===== src/rtl/buf_sched_pkg.sv =====
// Shared types and default parameter values for the sample-buffer playback scheduler.
package buf_sched_pkg;

  typedef enum logic [1:0] {
    IDLE  = 2'd0,
    FILL  = 2'd1,
    PLAY  = 2'd2,
    DRAIN = 2'd3
  } state_t;

  localparam int unsigned DEF_DEPTH        = 1024;
  localparam int unsigned DEF_DATA_W       = 16;
  localparam int unsigned DEF_ADDR_DIV     = 16;
  localparam int unsigned DEF_FRAME_CYCLES = 384000;
  localparam int unsigned DEF_MARK_EVERY   = 50;
  localparam int unsigned DEF_MARK_VALUE   = 'hFFFF;
  localparam int unsigned FRAME_W          = 32;

endpackage


===== src/rtl/frame_tick_gen.sv =====
// Playback timebase: a word prescaler producing tick and a frame counter producing frame_end.
// Both counters sit at zero whenever playback is not running.
module frame_tick_gen
  import buf_sched_pkg::*;
#(
  parameter int unsigned ADDR_DIV     = DEF_ADDR_DIV,
  parameter int unsigned FRAME_CYCLES = DEF_FRAME_CYCLES
) (
  input  logic clk,
  input  logic reset,
  input  logic run,
  output logic tick,
  output logic frame_end
);

  localparam int unsigned PRE_W = (ADDR_DIV > 1) ? $clog2(ADDR_DIV) : 1;
  localparam logic [PRE_W-1:0]   PRE_LAST   = PRE_W'(ADDR_DIV - 1);
  localparam logic [FRAME_W-1:0] FRAME_LAST = FRAME_W'(FRAME_CYCLES - 1);

  logic [PRE_W-1:0]   prescaler;
  logic [FRAME_W-1:0] frame_cnt;

  assign tick      = run && (prescaler == PRE_LAST);
  assign frame_end = run && (frame_cnt == FRAME_LAST);

  // NOTE: sequential state uses non-blocking assignments so every register
  // samples the pre-edge values of the others, independent of statement order.
  always_ff @(posedge clk or negedge reset) begin
    if (!reset) begin
      prescaler <= '0;
      frame_cnt <= '0;
    end else if (!run || frame_end) begin
      // A frame boundary realigns the word grid as well as the frame count.
      prescaler <= '0;
      frame_cnt <= '0;
    end else begin
      prescaler <= tick ? '0 : prescaler + PRE_W'(1);
      frame_cnt <= frame_cnt + FRAME_W'(1);
    end
  end

endmodule


===== src/rtl/buffer_play_scheduler.sv =====
// Shares one single-port sample buffer between a host loader and a real-time playback engine:
// fill once, then play one word per ADDR_DIV cycles with loader refreshes in non-tick slots.
module buffer_play_scheduler
  import buf_sched_pkg::*;
#(
  parameter int unsigned DEPTH        = DEF_DEPTH,
  parameter int unsigned DATA_W       = DEF_DATA_W,
  parameter int unsigned ADDR_DIV     = DEF_ADDR_DIV,
  parameter int unsigned FRAME_CYCLES = DEF_FRAME_CYCLES,
  parameter int unsigned MARK_EVERY   = DEF_MARK_EVERY,
  parameter logic [DATA_W-1:0] MARK_VALUE = DATA_W'(DEF_MARK_VALUE),
  localparam int unsigned ADDR_W = $clog2(DEPTH)
) (
  input  logic              clk,
  input  logic              reset,
  input  logic              cfg_start,
  input  logic              cfg_stop,
  input  logic              wr_req,
  input  logic [DATA_W-1:0] wr_data,
  output logic              wr_gnt,
  output logic              buf_en,
  output logic              buf_we,
  output logic [ADDR_W-1:0] buf_addr,
  output logic [DATA_W-1:0] buf_wdata,
  input  logic [DATA_W-1:0] buf_rdata,
  output logic              smp_valid,
  output logic [DATA_W-1:0] smp_data,
  output logic              frame_pulse,
  output logic              busy
);

  localparam logic [ADDR_W-1:0] ADDR_LAST = ADDR_W'(DEPTH - 1);
  localparam int unsigned       MARK_DIV  = (MARK_EVERY == 0) ? 1 : MARK_EVERY;

  state_t            state;
  state_t            state_next;
  logic [ADDR_W-1:0] wr_ptr;
  logic [ADDR_W-1:0] rd_ptr;
  logic [ADDR_W-1:0] read_addr;
  logic              read_now;
  logic              is_mark;
  logic              rd_pending;
  logic              rd_mark;
  logic              tick;
  logic              frame_end;

  function automatic logic [ADDR_W-1:0] addr_inc(input logic [ADDR_W-1:0] a);
    return (a == ADDR_LAST) ? '0 : a + ADDR_W'(1);
  endfunction

  frame_tick_gen #(
    .ADDR_DIV     (ADDR_DIV),
    .FRAME_CYCLES (FRAME_CYCLES)
  ) u_tick (
    .clk       (clk),
    .reset     (reset),
    .run       (state == PLAY),
    .tick      (tick),
    .frame_end (frame_end)
  );

  // A frame boundary restarts playback at word 0, even when it lands on a tick.
  assign read_addr = frame_end ? '0 : rd_ptr;
  assign is_mark   = (MARK_EVERY != 0) && ((32'(read_addr) % MARK_DIV) == 0);

  always_comb begin
    // NOTE: every signal assigned here gets a default first, so no path can
    // leave one unassigned and infer a latch.
    state_next = state;
    wr_gnt     = 1'b0;
    read_now   = 1'b0;
    buf_en     = 1'b0;
    buf_we     = 1'b0;
    buf_addr   = '0;
    buf_wdata  = '0;
    unique case (state)
      IDLE: begin
        if (cfg_start) state_next = FILL;
      end
      FILL: begin
        if (wr_req) begin
          wr_gnt    = 1'b1;
          buf_en    = 1'b1;
          buf_we    = 1'b1;
          buf_addr  = wr_ptr;
          buf_wdata = wr_data;
        end
        if (cfg_stop)                         state_next = IDLE;
        else if (wr_req && wr_ptr == ADDR_LAST) state_next = PLAY;
      end
      PLAY: begin
        // Playback reads own the port on tick cycles; the loader only stalls there.
        if (tick) begin
          read_now = 1'b1;
          buf_en   = 1'b1;
          buf_addr = read_addr;
        end else if (wr_req) begin
          wr_gnt    = 1'b1;
          buf_en    = 1'b1;
          buf_we    = 1'b1;
          buf_addr  = wr_ptr;
          buf_wdata = wr_data;
        end
        if (cfg_stop) state_next = DRAIN;
      end
      DRAIN: begin
        state_next = IDLE;
      end
      default: state_next = IDLE;
    endcase
  end

  always_ff @(posedge clk or negedge reset) begin
    if (!reset) state <= IDLE;
    else        state <= state_next;
  end

  always_ff @(posedge clk or negedge reset) begin
    if (!reset) begin
      wr_ptr <= '0;
      rd_ptr <= '0;
    end else begin
      if (state == IDLE && cfg_start) begin
        wr_ptr <= '0;
        rd_ptr <= '0;
      end
      if (wr_gnt)         wr_ptr <= addr_inc(wr_ptr);
      if (read_now)       rd_ptr <= addr_inc(read_addr);
      else if (frame_end) rd_ptr <= '0;
    end
  end

  // The buffer returns data one cycle after the read; carry the marker decision alongside.
  always_ff @(posedge clk or negedge reset) begin
    if (!reset) begin
      rd_pending <= 1'b0;
      rd_mark    <= 1'b0;
    end else begin
      rd_pending <= read_now;
      rd_mark    <= read_now && is_mark;
    end
  end

  assign smp_valid   = rd_pending;
  assign smp_data    = !rd_pending ? '0 : (rd_mark ? MARK_VALUE : buf_rdata);
  assign frame_pulse = frame_end;
  assign busy        = (state != IDLE);

endmodule

===== config.mk =====
export PLATFORM = sky130hd
export DESIGN_NAME = buffer_play_scheduler
export DESIGN_NICKNAME = d
export VERILOG_FILES = /design/src/rtl/buf_sched_pkg.sv /design/src/rtl/frame_tick_gen.sv /design/src/rtl/buffer_play_scheduler.sv
export SDC_FILE = /design/constraint.sdc
export NUM_CORES = 1
export LEC_CHECK = 0
export BUFFER_PORTS_ARGS = -buffer_cell sky130_fd_sc_hd__buf_2
export CORE_MARGIN = 3
export CORE_UTILIZATION = 25
export CTS_CLUSTER_SIZE = 40
export DETAILED_ROUTE_END_ITERATION = 12
export HOLD_SLACK_MARGIN = 0.03
export SLEW_MARGIN = 0
export SYNTH_ARGS = -nofsm -noshare
export SYNTH_HDL_FRONTEND = slang
export SYNTH_SLANG_ARGS = --single-unit

===== constraint.sdc =====
create_clock -name clk -period 7.2 [get_ports clk]
set_input_delay 1.08 -clock clk [delete_from_list [all_inputs] [get_ports clk]]
set_output_delay 1.08 -clock clk [all_outputs]
set_load 0.01 [all_outputs]

==> results of run 1 <==
area by class of cell:
class | count | area [µm²]
multi-input cells | 465 | 2950
clock inverters | 1 | 5.00
well taps | 229 | 287
clock buffers | 14 | 284
inverters | 17 | 63.8
flip-flops and latches | 60 | 1500
repair buffers | 87 | 443
fillers | 1923 | 12600
worst min-delay path by stage:
stage	slack [ns]	cells after the start	endpoint	startpoint
floorplan	0.43	1	u_tick.frame_cnt[0]	u_tick.frame_cnt[0]
global placement	0.44	1	u_tick.frame_cnt[0]	u_tick.frame_cnt[0]
detailed placement	0.45	1	u_tick.frame_cnt[0]	u_tick.frame_cnt[0]
CTS	0.46	1	u_tick.frame_cnt[0]	u_tick.frame_cnt[0]
global route	0.51	1	u_tick.frame_cnt[0]	u_tick.frame_cnt[0]
finish	0.46	1	u_tick.frame_cnt[0]	u_tick.frame_cnt[0]
metal layers:
layer  GRT usage (%)  share of wire (%)  vias to the layer above
met3            1.94                5.1                       17
met4            4.50                2.1                        0
met1            16.0                 47                     2092
li1                -                  -                     2229
met2            18.5                 46                      138
met5               0                  0                        -
logic make-up after synthesis:
group / after synthesis
muxes: 5
xor gates and xnor gates: 34
and+or+nand+nor: 266
adders and majority gates: 12
buffers and inverters: 49
DFF: 60
AOI/OAI and AO/OA: 148
flip-flops by register name, indices dropped and copies added (netlist names), named ones only:
register	count
u_tick.frame_cnt	32
rd_ptr	10
wr_ptr	10
u_tick.prescaler	4
rd_mark	1
smp_valid	1
state	1
Yosys cell counts, drive strengths merged, types with 3 or more instances:
master / count / share of area (%)
a21boi: 3 / 0.56
nand4: 14 / 1.9
nor2: 56 / 4.5
and2: 6 / 0.80
nor2b: 13 / 1.7
a22oi: 9 / 1.4
nand2: 63 / 5.1
and4: 3 / 0.56
or2: 4 / 0.54
a21oi: 16 / 1.7
dfrtp: 60 / 32
clkbuf: 19 / 1.5
o211a: 6 / 1.3
buf: 13 / 1.7
inv: 16 / 1.3
xor2: 20 / 3.8
ha: 12 / 3.2
nor4: 13 / 1.7
o21a: 21 / 3.4
or3: 7 / 0.94
and3: 32 / 4.3
nand3: 21 / 2.3
mux2i: 4 / 1.1
o211ai: 6 / 1.1
a31oi: 6 / 0.80
xnor2: 14 / 2.6
nand2b: 8 / 1.1
a211oi: 3 / 0.75
o21ai: 39 / 4.2
o22ai: 7 / 0.94
o31ai: 5 / 0.80
nor3: 11 / 1.5
where the power goes:
part / internal (mW) / leakage, nW / switching (mW)
Sequential: 0.353 / 0.834 / 0.0144
Combinational: 0.102 / 1.45 / 0.185
Clock: 0.267 / 0.145 / 0.143
Total: 0.722 / 2.43 / 0.342
through the flow:
stage                     worst slack [ns]  hold slack (ns)  instance area, µm²
final                                 1.69            0.457                5540
after global routing                  1.12            0.515                5540
after CTS                             1.72            0.458                5540
after detailed placement              1.74            0.452                5250
after global placement                1.91            0.444                5250
after floorplan                       2.19            0.433                4670
critical path: stages, from the launching register on:
cell,delay [ns]
dfrtp_1,0.36
ha_1,0.18
nand3_1,0.16
nor3_1,0.22
buf_4,0.18
nand4_1,0.42
nand2_1,0.28
nor2_1,0.06
ha_1,0.33
nand3b_2,0.29
o211a_1,0.27
nor4_1,0.39
o31a_1,0.35
mux2i_1,0.37
nand2_1,0.22
a21oi_1,0.18
o32a_1,0.18
ha_1,0.20
nand2_1,0.05
a2111oi_0,0.43
o2111ai_1,0.15
a32oi_1,0.15
==> results.ini, run 1 <==
[status]
status=completed

[global_routing]
overflow=0
grt_max_degree=61
grt.total_usage_pct=11.7
antenna_found_initial=0
grt_pass1_wl_mm=19.8
grt_pass1_vias=4005

[synth]
synthAdderAreaFrac_pct=3.22
syn_avg_cell_area_um2=8.13
ys_seq_elements=60
synth-edff-count=0
synth_top_family_by_area=simple AND/OR/NAND/NOR gates
syn-instance-count=574
synth-compound-area-share_pct=22.5
synth_cell_type_count=76
synth_xor_area_share_pct=6.38
syn_nets=623
synth_simple_gate_area_share_pct=29.8
async_reset_ff_share_pct=100
syn_area_um2=4670
yosysWarningCount=0
seq_area_frac_synth_pct=32.2
synth-main-ff-cell=dfrtp_1
synth_mux_area_share_pct=1.37

[power_and_ir_drop]
ir_drop_mv=0.230
design_power_total_mw=1.06
p_leak_nw=2.43
p_per_area_nw_per_um2=192

[worst_setup_path]
cp-start-kind=register
r2r_end=rd_mark
reg2reg_depth=21
critPathLaunch=u_tick.frame_cnt[0]
crit_fanout=11
path_class=reg -> reg
reg2reg_slack_ns=1.69
cp_data_arrival_time_ns=5.76
r2r_start=u_tick.frame_cnt[0]
cp-end-kind=register
crit_path_end=rd_mark
cp_data_required_time_ns=7.45

[sta]
fin_crit_sh_pct=76.5
final-setup-viol-count=0
max_slew_margin_pct=17.3
setup_tns_ns=0
period_minus_slack_ns=5.51
rsz0062_at_grt=false
hold_viol_final=0
fmax_mhz=182
finClkSkew_ns=0.00455
drv_slew=0
worstMarginPinSlew_ns=1.23

[clock_tree]
cts_sinks=60
cts_root_buf=clkbuf_16
cts_buffers=9
cts_resized=0
clockBufferDepth=2
cts_hold_buf=0
path_clk_slew_ns=0.05
tritoncts=built
clkLatencyLatePin_ns=0.33
cts_setup_buffers=0
h-tree-depth=3

[floorplan]
fp.dieH_um=143
dieArea_um2=20400
start_util_pct=25.7
num_rows=49
pin_count=85
die_w_um=143
coreArea_um2=18100

[route]
drt-total-wl_mm=12.2
post_drt_via_cell_ratio=5.13
vias=4476
avgRoutedWirePerCell_um=13.9
drtPass1Iterations=5
drcViolationCount=0
drt-initial-drc-count=376
ant_nets=0

[run]
drv_cap=0

[layout]
num_antenna_cells=0
drive_above_1_share_pct=18.3
final_cell_mix=buf_2, nand2_1, dfrtp_1
stdcell_count=873
fin_util_pct=30.5
nNetsFinal=689
final_common_cell=buf_2
syn_to_final_growth_pct=18.6

[placed_design]
dpl.cell_count=858
hpwl_mm=8.76
numPortBuffers=84
place_congestion=0.841

[hold_path]
hold_class=reg -> reg

(Power assumes the default switching activity.)
==> run 2, diff against run 1 <==
- ABC_AREA: not set -> 1
- clock period: 7.2 -> 5.35 ns (I/O delays scaled with it)
==> run 2 against run 1 <==
  * Cell count increased by 18%
  * Power increased by 44%
  * Fmax increased by 15%
  * Global-route usage decreased by 0.14 points
  * Sequential power increased by 42%
  * Register-to-register slack got worse by 1.1 ns
  * Synthesized cell count increased by 24%
  * Count of clock-buffer cells in the layout decreased by 3
  * Cell area increased by 3.2%
  * Hold slack got worse by 0.00060 ns
  * First-iteration DRC count decreased by 42%
  * Worst setup slack got worse by 1.1 ns
==> results.ini, run 2 <==
[floorplan]
die_w_um=143
dieArea_um2=20500
num_rows=49
coreArea_um2=18300
start_util_pct=25.8
pin_count=85
fp.dieH_um=143

[global_routing]
grt.total_usage_pct=11.5
grt_pass1_wl_mm=19.6
overflow=0
grt_max_degree=61
grtUsageMet2_pct=19.5
grt-busiest-layer=met2
antenna_found_initial=0
grt_pass1_vias=4349
grtUsageMet3_pct=2.20
grtUsageMet1_pct=15.1

[worst_setup_path]
critPathLaunch=u_tick.frame_cnt[0]
cp_data_arrival_time_ns=5.07
cp-start-kind=register
cp-end-kind=register
cp_common_cell=nand2_1
path_class=reg -> reg
critical-path-slowest-cell=dfrtp_1
max_stage_delay_ns=0.36
crit_fanout=18
r2r_start=u_tick.frame_cnt[0]
cp_data_required_time_ns=5.62

[power_and_ir_drop]
p_clk_share_pct=39.3
p_int_mw=1.01
p_per_area_nw_per_um2=268
p_leak_nw=3.00
netSwitchingFraction_pct=34.0
switching_power_mw=0.521
seqPwrFrac_pct=34.0
power_frac_comb_pct=26.7
ir_drop_mv=0.144
design_power_total_mw=1.53

[synth]
syn_nets=758
seq_area_frac_synth_pct=31.9
yosysTopAreaCell=dfrtp_1
ys_seq_elements=60
async_reset_ff_share_pct=100
synth.most_common_cell=nand2_1
synth_area_leaders=dfrtp_1, nand2_1, nor2_1, inv_1, nand3_1
synth-edff-count=0
syn-instance-count=709
synth_top_area_share_pct=31.9
syn_avg_cell_area_um2=6.65
synth_cell_type_count=45
yosysWarningCount=0
synth_common_cells=nand2_1, nor2_1, inv_1
synth-main-ff-cell=dfrtp_1
syn_area_um2=4710

[status]
status=completed

[layout]
largest_register=u_tick.frame_cnt
nNetsFinal=844
reg_top3=u_tick.frame_cnt (32), rd_ptr (10), wr_ptr (10)
syn_to_final_growth_pct=21.2
fin_util_pct=31.3
final_common_cell=nand2_1
final_cell_mix=nand2_1, nor2_1, inv_1
fillers=1983
largest_register_ffs=32
num_antenna_cells=0
drive_above_1_share_pct=19.9

[route]
drtPass1Iterations=4
drcViolationCount=0
ant_nets=0
drt-initial-drc-count=217
avgRoutedWirePerCell_um=11.4
vias=4712
drt-total-wl_mm=11.7
post_drt_via_cell_ratio=4.58

[sta]
hold_viol_final=0
period_minus_slack_ns=4.80
fin_crit_sh_pct=89.7
setup_tns_ns=0
final-setup-viol-count=0
rsz0062_at_grt=false
worstMarginPinSlew_ns=0.971
fmax_mhz=208
drv_slew=0
max_slew_margin_pct=35.1
finClkSkew_ns=0.00930

[clock_tree]
tritoncts=built
clkLatencyLatePin_ns=0.33
cts_sinks=60
cts_hold_buf=0
cts_buffers=9
path_clk_slew_ns=0.06
h-tree-depth=3
clockBufferDepth=2
cts_root_buf=clkbuf_16

[hold_path]
hp-start=u_tick.frame_cnt[0]
hold_class=reg -> reg

[placed_design]
numPortBuffers=84
hpwl_mm=8.92
place_congestion=0.899

[run]
drv_cap=0

run 2: final cells by class:
class                   instances  area, µm²  area share, %
multi-input cells             506       2670           46.8
flip-flops and latches         60       1500           26.3
inverters                     130        490           8.58
repair buffers                 88        450           7.88
well taps                     229        287           5.01
clock buffers                  11        253           4.42
clock inverters                 5       58.8           1.03
run 2: cells by family after synthesis:
| kind of cell | Yosys count | share of synthesized area, % |
|---|---|---|
| adders and majority gates | 12 | 3.19 |
| DFF | 60 | 31.9 |
| xor gates and xnor gates | 17 | 3.16 |
| AOI/OAI and AO/OA | 82 | 10.7 |
| buffers and inverters | 143 | 11.5 |
| and+or+nand+nor | 395 | 39.6 |
run 2: power groups by stage:
stage | sequential (mW) | combinational [mW] | clock [mW]
finish | 0.521 | 0.409 | 0.603
CTS | 0.520 | 0.415 | 0.622
detailed placement | 0.528 | 0.412 | 0
global placement | 0.527 | 0.414 | 0
floorplan | 0.521 | 0.281 | 0
global route | 0.525 | 0.467 | 0.641
run 2: critical path: cells and delay by family, from the launching register on:
| family | cells | cell delay, ns |
|---|---|---|
| buf+inv | 3 | 0.27 |
| simple gates | 26 | 3.09 |
| compound gates | 2 | 0.35 |
| flops | 1 | 0.36 |
| fa+ha+maj | 3 | 0.65 |
run 2: worst paths after layout:
check / depth (start not counted) / to / slack (ns)
worst max-delay path: 34 / rd_mark / 0.55
worst max register to register: 34 / rd_mark / 0.55
min in group asynchronous: 2 / u_tick.frame_cnt[29] / 0.64
worst min register to register: 1 / u_tick.frame_cnt[0] / 0.46
worst min-delay path: 1 / u_tick.frame_cnt[0] / 0.46
max in group asynchronous: 2 / wr_ptr[4] / 4.18
run 2: routing by layer:
metal | wire, µm | share of wire [%]
met4 | 155 | 1.3
met5 | 0 | 0
met3 | 854 | 7.3
met2 | 5240 | 45
met1 | 5430 | 46
run 2: metrics by stage:
step	setup WS, ns	area (µm²)	hold WS (ns)	std cells
after floorplan	1.13	4710	0.433	709
after global placement	0.397	5390	0.443	1012
after detailed placement	0.338	5390	0.454	1012
after CTS	0.321	5700	0.461	1028
after global routing	0.0385	5710	0.481	1029
final	0.550	5710	0.456	1029
run 2: timing repair:
item / in CTS / in global routing
buffers inserted: 0 / 1
endpoints found under the setup margin: 0 / 1
resized for setup: 0 / 4
==> run 3, diff against run 2 <==
- ABC_AREA: 1 -> not set
==> run 3 against run 2 <==
  * Worst setup slack got worse by 0.10 ns
  * Count of clock-buffer cells in the layout did not move
  * Via count is 3.1% lower
  * First-iteration DRC count increased by 33%
  * Clock skew decreased by 0.0052 ns
  * Routed wire length up 6.8%
  * Fmax fell by 2.0%
  * Hold slack worse by 0.00056 ns
  * Core utilization up 0.080 points
  * Die area decreased by 0.89%
  * Sequential power shrank 5.0%
  * Sequential share of layout area is 0.11 points higher
  * Critical path type unchanged
  * Critical endpoint unchanged
  * Largest cell class unchanged
==> results.ini, run 3 (synthesized netlist as in run 1, its figures left out) <==
[power_and_ir_drop]
ir_drop_mv=0.264
switching_power_mw=0.465
p_clk_share_pct=41.3
p_leak_nw=2.51
seqPwrFrac_pct=33.1
p_per_area_nw_per_um2=263
p_int_mw=1.03
design_power_total_mw=1.50
power_frac_comb_pct=25.6
netSwitchingFraction_pct=31.1

[sta]
layout_setup_ws_ns=0.450
finClkSkew_ns=0.00410
setup_tns_ns=0
fmax_mhz=204
fin_crit_sh_pct=91.6
period_minus_slack_ns=4.90
final-setup-viol-count=0
hold_viol_final=0
drv_slew=0
worstMarginPinSlew_ns=1.07
max_slew_margin_pct=28.7
hold_slack_ns=0.456

[worst_setup_path]
max_stage_delay_ns=0.43
cp_data_required_time_ns=5.59
path_delay_family=simple AND/OR/NAND/NOR gates
crit_fanout=6
cp-end-kind=register
path_class=reg -> reg
cp_data_arrival_time_ns=5.14
worstPathCellList=nor4_1 > and4_1 > nand4_1 > nand2_1 > nor2_1 > ha_1 > or3b_1 > nor3_1 > nor4_2 > o31a_1 > buf_4 > a211oi_4 > nand4_1 > nor2_4 > a21oi_1 > o32a_1 > ha_1 > inv_1 > o2111ai_1 > a2111o_1 > a32oi_1
critical-path-slowest-cell=dfrtp_1
crit_buf_inv=2
cp-start-kind=register

[route]
vias=4566
ant_nets=0
post_drt_via_cell_ratio=5.15
avgRoutedWirePerCell_um=14.1
drcViolationCount=0
drt-initial-drc-count=289
drtPass1Iterations=5
drt-total-wl_mm=12.5

[floorplan]
start_util_pct=25.7
dieArea_um2=20400
num_rows=49
fp.dieH_um=143
pin_count=85
coreArea_um2=18100
die_w_um=143

[clock_tree]
cts_buffers=9
clockBufferDepth=2
cts_root_buf=clkbuf_16
h-tree-depth=3
tritoncts=built
clkLatencyLatePin_ns=0.33
cts_sinks=60
path_clk_slew_ns=0.05

[layout]
regArea_um2=1500
largest_register=u_tick.frame_cnt
post-route-cell-area_um2=5690
final_cell_mix=buf_2, nand2_1, dfrtp_1
reg_top3=u_tick.frame_cnt (32), rd_ptr (10), wr_ptr (10)
final_common_cell=buf_2
stdcell_count=886
fin_util_pct=31.4
fillers=1918
syn_to_final_growth_pct=21.9
num_antenna_cells=0
multi_input_area_um2=2990
nNetsFinal=701
largest_register_ffs=32
drive_above_1_share_pct=20.7

[placed_design]
numPortBuffers=84
place_congestion=0.872
dpl_cell_area_um2=5320
dpl.cell_count=867
pre_cts_slack_ns=0.277
hpwl_mm=9.10

[global_routing]
overflow=0
grt_max_degree=61
grt_pass1_wl_mm=20.3
antenna_found_initial=0
grt.total_usage_pct=11.9
grt_pass1_vias=4104

[hold_path]
hold_class=reg -> reg

[status]
status=completed

[run]
drv_cap=0

run 3: final cells by class:
cell class / instances / area share (%)
clock inverter: 5 / 1.32
inverter: 17 / 1.12
clock buffer: 11 / 4.27
multi-input combinational: 465 / 52.5
tap: 229 / 5.04
sequential: 60 / 26.4
timing repair buffer: 99 / 9.37
run 3: worst reg2reg max path: stages, from the launching register on:
cell and delay (ns):
dfrtp_1 0.43, nor4_1 0.32, and4_1 0.26, nand4_1 0.20, nand2_1 0.18, nor2_1 0.06
ha_1 0.33, or3b_1 0.38, nor3_1 0.19, nor4_2 0.09, o31a_1 0.31, buf_4 0.17
a211oi_4 0.29, nand4_1 0.21, nor2_4 0.19, a21oi_1 0.05, o32a_1 0.21, ha_1 0.22
inv_1 0.06, o2111ai_1 0.09, a2111o_1 0.39, a32oi_1 0.17
run 3: timing repair:
action | 4_1_cts | 5_1_grt
setup endpoints to repair | 0 | 1
hold endpoints to repair | 0 | 0
buffers inserted | 0 | 3
resized for setup | 0 | 7
hold buffers | 0 | 0
run 3: power by group through the flow:
stage / Clock (mW) / Sequential [mW] / Combinational [mW]
2_1_floorplan: 0 / 0.496 / 0.267
3_3_place_gp: 0 / 0.502 / 0.385
3_5_place_dp: 0 / 0.502 / 0.384
4_1_cts: 0.632 / 0.495 / 0.386
5_1_grt: 0.653 / 0.498 / 0.431
6_report: 0.618 / 0.495 / 0.383
run 3: path summary, 6_finish.rpt:
check | from | endpoint | slack [ns] | cells past startpoint
min reg2reg | u_tick.frame_cnt[0] | u_tick.frame_cnt[0] | 0.46 | 1
max | u_tick.frame_cnt[27] | rd_mark | 0.45 | 21
max in group asynchronous | reset | rd_ptr[6] | 4.20 | 2
min in group asynchronous | reset | u_tick.frame_cnt[20] | 0.64 | 2
max reg2reg | u_tick.frame_cnt[27] | rd_mark | 0.45 | 21
min | u_tick.frame_cnt[0] | u_tick.frame_cnt[0] | 0.46 | 1
run 3: routing by layer:
layer / track usage [%] / vias up / share of wire, %
met1: 16.5 / 2149 / 47
met3: 2.28 / 21 / 5.6
met4: 4.15 / 0 / 1.8
met2: 18.4 / 148 / 45
li1: - / 2248 / -
met5: 0 / - / 0
